$ cat src/rtl/hamming_secded_codec.sv
// rtl/hamming_secded_codec.sv - streaming Hamming SEC / SEC-DED encoder-decoder with saturating error counters
module hamming_secded_codec #(
  parameter int DATA_W = 8,
  parameter int PAR_W  = 4,
  parameter int SECDED = 1,
  parameter int CNT_W  = 8
) (
  input  logic                         clk,
  input  logic                         rst_n,
  input  logic                         in_valid,
  output logic                         in_ready,
  input  logic                         in_mode,
  input  logic [DATA_W-1:0]            in_data,
  input  logic [1:DATA_W+PAR_W+SECDED] in_code,
  output logic                         out_valid,
  input  logic                         out_ready,
  output logic [1:DATA_W+PAR_W+SECDED] out_code,
  output logic [DATA_W-1:0]            out_data,
  output logic                         out_corr,
  output logic                         out_uncorr,
  output logic [CNT_W-1:0]             corr_cnt,
  output logic [CNT_W-1:0]             uncorr_cnt,
  input  logic                         clr_cnt
);
  localparam int HAM_W  = DATA_W + PAR_W;
  localparam int CODE_W = HAM_W + SECDED;

  // Data bit carried at a non-power-of-two position; data fills those slots MSB first.
  function automatic int data_idx(input int pos);
    int n;
    n = 0;
    for (int q = 1; q < pos; q++) begin
      if ((q & (q - 1)) != 0) n++;
    end
    return DATA_W - 1 - n;
  endfunction

  // Positions whose 1-based index has bit k set: the coverage set of parity bit p_k.
  function automatic logic [1:HAM_W] cover_mask(input int k);
    logic [1:HAM_W] m;
    m = '0;
    for (int p = 1; p <= HAM_W; p++) begin
      m[p] = ((p >> k) & 1) != 0;
    end
    return m;
  endfunction

  logic [1:HAM_W]    enc_raw;
  logic [1:HAM_W]    enc_ham;
  logic [1:CODE_W]   enc_code;
  logic [PAR_W-1:0]  enc_par;
  logic [PAR_W-1:0]  syn;
  logic              ovr;
  logic              syn_big;
  logic [1:CODE_W]   syn_flip;
  logic [1:CODE_W]   dec_fix;
  logic [1:CODE_W]   dec_code;
  logic [DATA_W-1:0] dec_data;
  logic              dec_corr;
  logic              dec_uncorr;
  logic              out_fire;

  logic              out_valid_q, out_valid_d;
  logic [1:CODE_W]   out_code_q, out_code_d;
  logic [DATA_W-1:0] out_data_q, out_data_d;
  logic              out_corr_q, out_corr_d;
  logic              out_uncorr_q, out_uncorr_d;
  logic [CNT_W-1:0]  corr_cnt_q, corr_cnt_d;
  logic [CNT_W-1:0]  uncorr_cnt_q, uncorr_cnt_d;

  // Position map: parity slots at powers of two, data elsewhere; same map extracts decoded data.
  for (genvar p = 1; p <= HAM_W; p++) begin : g_pos
    if ((p & (p - 1)) == 0) begin : g_par
      assign enc_raw[p] = 1'b0;
      assign enc_ham[p] = enc_par[$clog2(p)];
    end else begin : g_dat
      assign enc_raw[p]            = in_data[data_idx(p)];
      assign enc_ham[p]            = enc_raw[p];
      assign dec_data[data_idx(p)] = dec_code[p];
    end
    assign syn_flip[p] = (syn == PAR_W'(p));
  end

  // Parity generation and syndrome share the coverage masks; syndrome bit k is the
  // parity of every received bit whose index has bit k set.
  for (genvar k = 0; k < PAR_W; k++) begin : g_chk
    localparam logic [1:HAM_W] COVER = cover_mask(k);
    assign enc_par[k] = ^(enc_raw & COVER);
    assign syn[k]     = ^(in_code[1:HAM_W] & COVER);
  end

  if (SECDED != 0) begin : g_secded
    assign enc_code         = {enc_ham, ^enc_ham};
    assign ovr              = ^in_code;
    assign syn_flip[CODE_W] = 1'b0;
  end else begin : g_sec
    assign enc_code = enc_ham;
    assign ovr      = 1'b0;
  end

  assign syn_big = int'(syn) > HAM_W;

  // Classify syndrome and overall parity, and choose which bit (if any) to flip.
  always_comb begin
    dec_fix    = '0;
    dec_corr   = 1'b0;
    dec_uncorr = 1'b0;
    if (syn_big) begin
      dec_uncorr = 1'b1;
    end else if (syn != '0) begin
      if (SECDED == 0 || ovr) begin
        dec_fix  = syn_flip;
        dec_corr = 1'b1;
      end else begin
        // Even number of flips: syndrome points nowhere trustworthy, detect only.
        dec_uncorr = 1'b1;
      end
    end else if (ovr) begin
      // Only the overall parity bit itself is wrong.
      dec_fix  = CODE_W'(1);
      dec_corr = 1'b1;
    end
  end

  assign dec_code = in_code ^ dec_fix;

  assign in_ready = !out_valid_q || out_ready;
  assign out_fire = out_valid_q && out_ready;

  // Next state of the single output slot and the two saturating counters.
  always_comb begin
    out_valid_d  = out_valid_q;
    out_code_d   = out_code_q;
    out_data_d   = out_data_q;
    out_corr_d   = out_corr_q;
    out_uncorr_d = out_uncorr_q;
    corr_cnt_d   = corr_cnt_q;
    uncorr_cnt_d = uncorr_cnt_q;
    if (in_ready) begin
      out_valid_d = in_valid;
      if (in_valid) begin
        if (in_mode) begin
          out_code_d   = dec_code;
          out_data_d   = dec_data;
          out_corr_d   = dec_corr;
          out_uncorr_d = dec_uncorr;
        end else begin
          out_code_d   = enc_code;
          out_data_d   = in_data;
          out_corr_d   = 1'b0;
          out_uncorr_d = 1'b0;
        end
      end
    end
    if (clr_cnt) begin
      corr_cnt_d   = '0;
      uncorr_cnt_d = '0;
    end else if (out_fire) begin
      if (out_corr_q && corr_cnt_q != '1) corr_cnt_d = corr_cnt_q + CNT_W'(1);
      if (out_uncorr_q && uncorr_cnt_q != '1) uncorr_cnt_d = uncorr_cnt_q + CNT_W'(1);
    end
  end

  // Output slot and counter registers; reset drops any word in flight.
  always_ff @(posedge clk or negedge rst_n) begin
    if (!rst_n) begin
      out_valid_q  <= 1'b0;
      out_code_q   <= '0;
      out_data_q   <= '0;
      out_corr_q   <= 1'b0;
      out_uncorr_q <= 1'b0;
      corr_cnt_q   <= '0;
      uncorr_cnt_q <= '0;
    end else begin
      out_valid_q  <= out_valid_d;
      out_code_q   <= out_code_d;
      out_data_q   <= out_data_d;
      out_corr_q   <= out_corr_d;
      out_uncorr_q <= out_uncorr_d;
      corr_cnt_q   <= corr_cnt_d;
      uncorr_cnt_q <= uncorr_cnt_d;
    end
  end

  assign out_valid  = out_valid_q;
  assign out_code   = out_code_q;
  assign out_data   = out_data_q;
  assign out_corr   = out_corr_q;
  assign out_uncorr = out_uncorr_q;
  assign corr_cnt   = corr_cnt_q;
  assign uncorr_cnt = uncorr_cnt_q;

endmodule

$ cat config.mk
export PLATFORM = sky130hd
export DESIGN_NAME = hamming_secded_codec
export DESIGN_NICKNAME = d
export VERILOG_FILES = /design/src/rtl/hamming_secded_codec.sv
export SDC_FILE = /design/constraint.sdc
export NUM_CORES = 1
export LEC_CHECK = 0
export CAP_MARGIN = 20
export CELL_PAD_IN_SITES_DETAIL_PLACEMENT = 0
export CELL_PAD_IN_SITES_GLOBAL_PLACEMENT = 1
export CORE_MARGIN = 2
export CORE_UTILIZATION = 32
export CTS_BUF_LIST = sky130_fd_sc_hd__clkbuf_4
export DETAILED_ROUTE_END_ITERATION = 10
export GPL_TIMING_DRIVEN = 0
export PLACE_DENSITY_LB_ADDON = 0.1
export SLEW_MARGIN = 20
export SYNTH_ARGS = -nofsm -noshare
export SYNTH_HDL_FRONTEND = slang
export SYNTH_SLANG_ARGS = --single-unit
export TNS_END_PERCENT = 1
$ cat constraint.sdc
create_clock -name clk -period 1.9 [get_ports clk]
set_clock_uncertainty 0.2 [all_clocks]
set_input_delay 0.38 -clock clk [delete_from_list [all_inputs] [get_ports clk]]
set_output_delay 0.38 -clock clk [all_outputs]
set_load 0.02 [all_outputs]
==> reports/metrics.yaml <==
critical_path:
  r2r_slack_ns: -0.03
  endpoint_kind: "flop"
  arrival_ns: 2.03
  start_kind: "input pin"
  r2r_end: "corr_cnt[7]"
  crit_required_ns: 1.92
  reg2reg_from: "corr_cnt[0]"
  crit_fanout: 5
  critical_path_class: "input pin to flop"
  r2r_cells: 6
sta:
  finalMaxSlewViolations: 0
  setup_viol: 19
  max_freq_mhz: 497
  rsz0062_at_grt: "true"
  finalCritPeriodShare_pct: 106
  layout_min_cycle_time_ns: 2.01
  finalHoldViolCount: 0
  relSlewSlack_pct: 69.2
  tightestPinTransition_ns: 0.462
  finalSetupTns_ns: -1.32
  finalWorstSetupSlack_ns: -0.113
die:
  dieArea_mm2: 0.00744
  ios: 68
  die_w_um: 86.2
  rows: 29
  initial_utilization_pct: 33.5
  coreArea_mm2: 0.00646
  die_h_um: 86.2
layout:
  antenna-diode-count: 0
  area_growth_pct: 61.4
  stdcell_area_mm2: 0.00349
  drive_gt1_share_pct: 32.6
  final_core_utilization_pct: 54.1
  layout.cells.non_filler: 402
  final_nets: 353
synth:
  avgSynthCellArea_um2: 9.37
  synthesis.area_mm2: 0.00216
  seq_area_frac_synth_pct: 37.0
  async_flop_share_pct: 100
  synth_seq_cells: 32
  synth.distinct_cells: 31
  synth-main-ff-cell: "dfrtp_1"
  synth_nets: 260
  synth_edf_count: 0
  ys_warn_count: 0
  syn-instance-count: 231
global_route:
  grt_use_total_pct: 16.8
  grt_pass1_wl_um: 9670
  antenna_found_initial: 0
  grt_max_degree: 21
  gr-total-overflow: 0
  grt_pass1_vias: 1916
place:
  placed_area_mm2: 0.00304
  numPortBuffers: 66
  dp.cells: 375
  gp_congestion: 0.756
  dpl.hpwl_um: 4510
  pre_cts_ws_ns: -0.984
cts:
  clk_pin_slew_ns: 0.11
  h-tree-depth: 2
  cts_buffers: 5
  cts_root_buffer: "clkbuf_4"
  tritoncts: "built"
  clk-insertion-delay-late_ns: 0.34
  clockBufferDepth: 2
  clock_sinks: 32
hold_path:
  hold_path_startpoint: "clr_cnt"
  holdPathEnd: "uncorr_cnt[0]"
  hold_class: "input pin to flop"
  whs_path_depth: 2
power:
  power_density_mw_per_mm2: 709
  peakVddDrop_mv: 0.388
  p_leak_uw: 0.00183
routing:
  drc: 0
  antenna_left: 0
  routedWlPerCell_um: 15.2
  num_vias: 2001
  via_per_inst: 4.98
  wl_um: 6110
  firstDrtPassIters: 6
  detail_route.iter0.violations: 35
outcome:
  violations: "setup timing"
  status: "complete, but fails checks"
run:
  max-cap-violations: 0
## kinds of logic after synthesis
group	share of synthesized area, %
xor gates and xnor gates	25.7
muxes	0.925
adders and majority gates	1.16
DFF	37.0
AOI/OAI and AO/OA	14.2
buffers and inverters	4.16
and+or+nand+nor	16.8
## final cells by class
cell class / count / area, um^2
fill: 608 / 2970
multi-input combinational: 183 / 1590
timing repair buffer: 86 / 832
sequential: 32 / 801
tap: 77 / 96.3
buffer: 15 / 88.8
clock inverter: 3 / 42.5
clock buffer: 5 / 37.5
inverter: 1 / 3.75
## cell usage after synthesis (3+ instances only)
library cell	count	area [um^2]
nand2_1	13	48.8
nand3_1	4	20.0
or4_4	3	33.8
clkbuf_1	6	22.5
xnor2_1	38	333
nor3b_1	8	60.1
o21ai_1	12	60.1
o21ai_0	6	30.0
buf_4	8	60.1
nand2b_1	4	25.0
dfrtp_1	32	801
nor3_1	4	20.0
nor2_1	15	56.3
nand4_1	10	62.6
a21oi_1	28	140
xor2_1	14	123
or3_1	4	25.0
## routing by layer
metal | global-route usage (%) | part of all wire [%]
met1 | 23.5 | 48
met4 | 4.97 | 1.3
met3 | 3.52 | 3.6
met5 | 0 | 0
met2 | 26.2 | 47
## critical path: stages
cell	delay, ns
clkdlybuf4s15_2	0.24
xor2_4	0.19
xor2_2	0.18
or4_4	0.63
a21oi_4	0.19
xnor2_2	0.14
o21ai_1	0.08
## through the flow
step / total power (uW) / hold slack, ns
2_1_floorplan: 1420 / -0.116
3_3_place_gp: 1820 / 0.282
3_5_place_dp: 1830 / 0.107
4_1_cts: 2460 / 0.174
5_1_grt: 2620 / 0.206
6_report: 2480 / 0.187
## state kept, by name (all words and copies together), names as in the netlist
| name | count |
|---|---|
| out_valid | 1 |
| uncorr_cnt | 8 |
| out_uncorr | 1 |
| out_code | 13 |
| corr_cnt | 8 |
| out_corr | 1 |
## power by group
part | total, uW | switching [uW] | internal, uW | leakage [uW]
clock | 528 | 253 | 274 | 0.0000412
combinational | 1140 | 588 | 550 | 0.00137
sequential | 811 | 58.8 | 752 | 0.000421
total | 2480 | 900 | 1580 | 0.00183
## worst max-delay path by stage
stage                        end  slack (ns)         from
CTS                  out_code[2]       -0.16   in_code[3]
global route         out_code[9]       -0.18  in_code[13]
floorplan           out_code[13]        -0.1   in_code[2]
finish               out_code[3]       -0.11  in_code[13]
detailed placement      out_corr       -0.98   in_code[3]
global placement        out_corr       -0.96   in_code[3]
## timing repair
item / CTS / global route
hold buffers: 1 / 0
gates resized for setup: 59 / 76
buffers inserted: 10 / 8
pin swaps: 16 / 17
setup endpoints to repair: 61 / 60
endpoints found under the hold margin: 12 / 0
## layout by cell type (no fill, tap or decap), types with 4 or more instances in the layout
cell,count
buf_4,34
dfrtp_1,32
dlymetal6s2s_1,30
xnor2_1,21
a21oi_1,16
nor2_1,15
xnor2_2,14
o21ai_1,12
nand2_1,12
clkdlybuf4s50_1,12
xor2_1,11
nand4_1,10
buf_2,8
a21oi_2,7
nor3b_1,7
o21ai_0,6
clkbuf_2,5
a21oi_4,5
clkbuf_4,5
clkbuf_1,4
xor2_2,4
nor3_1,4
or3_1,4
(Power assumes the default switching activity.)
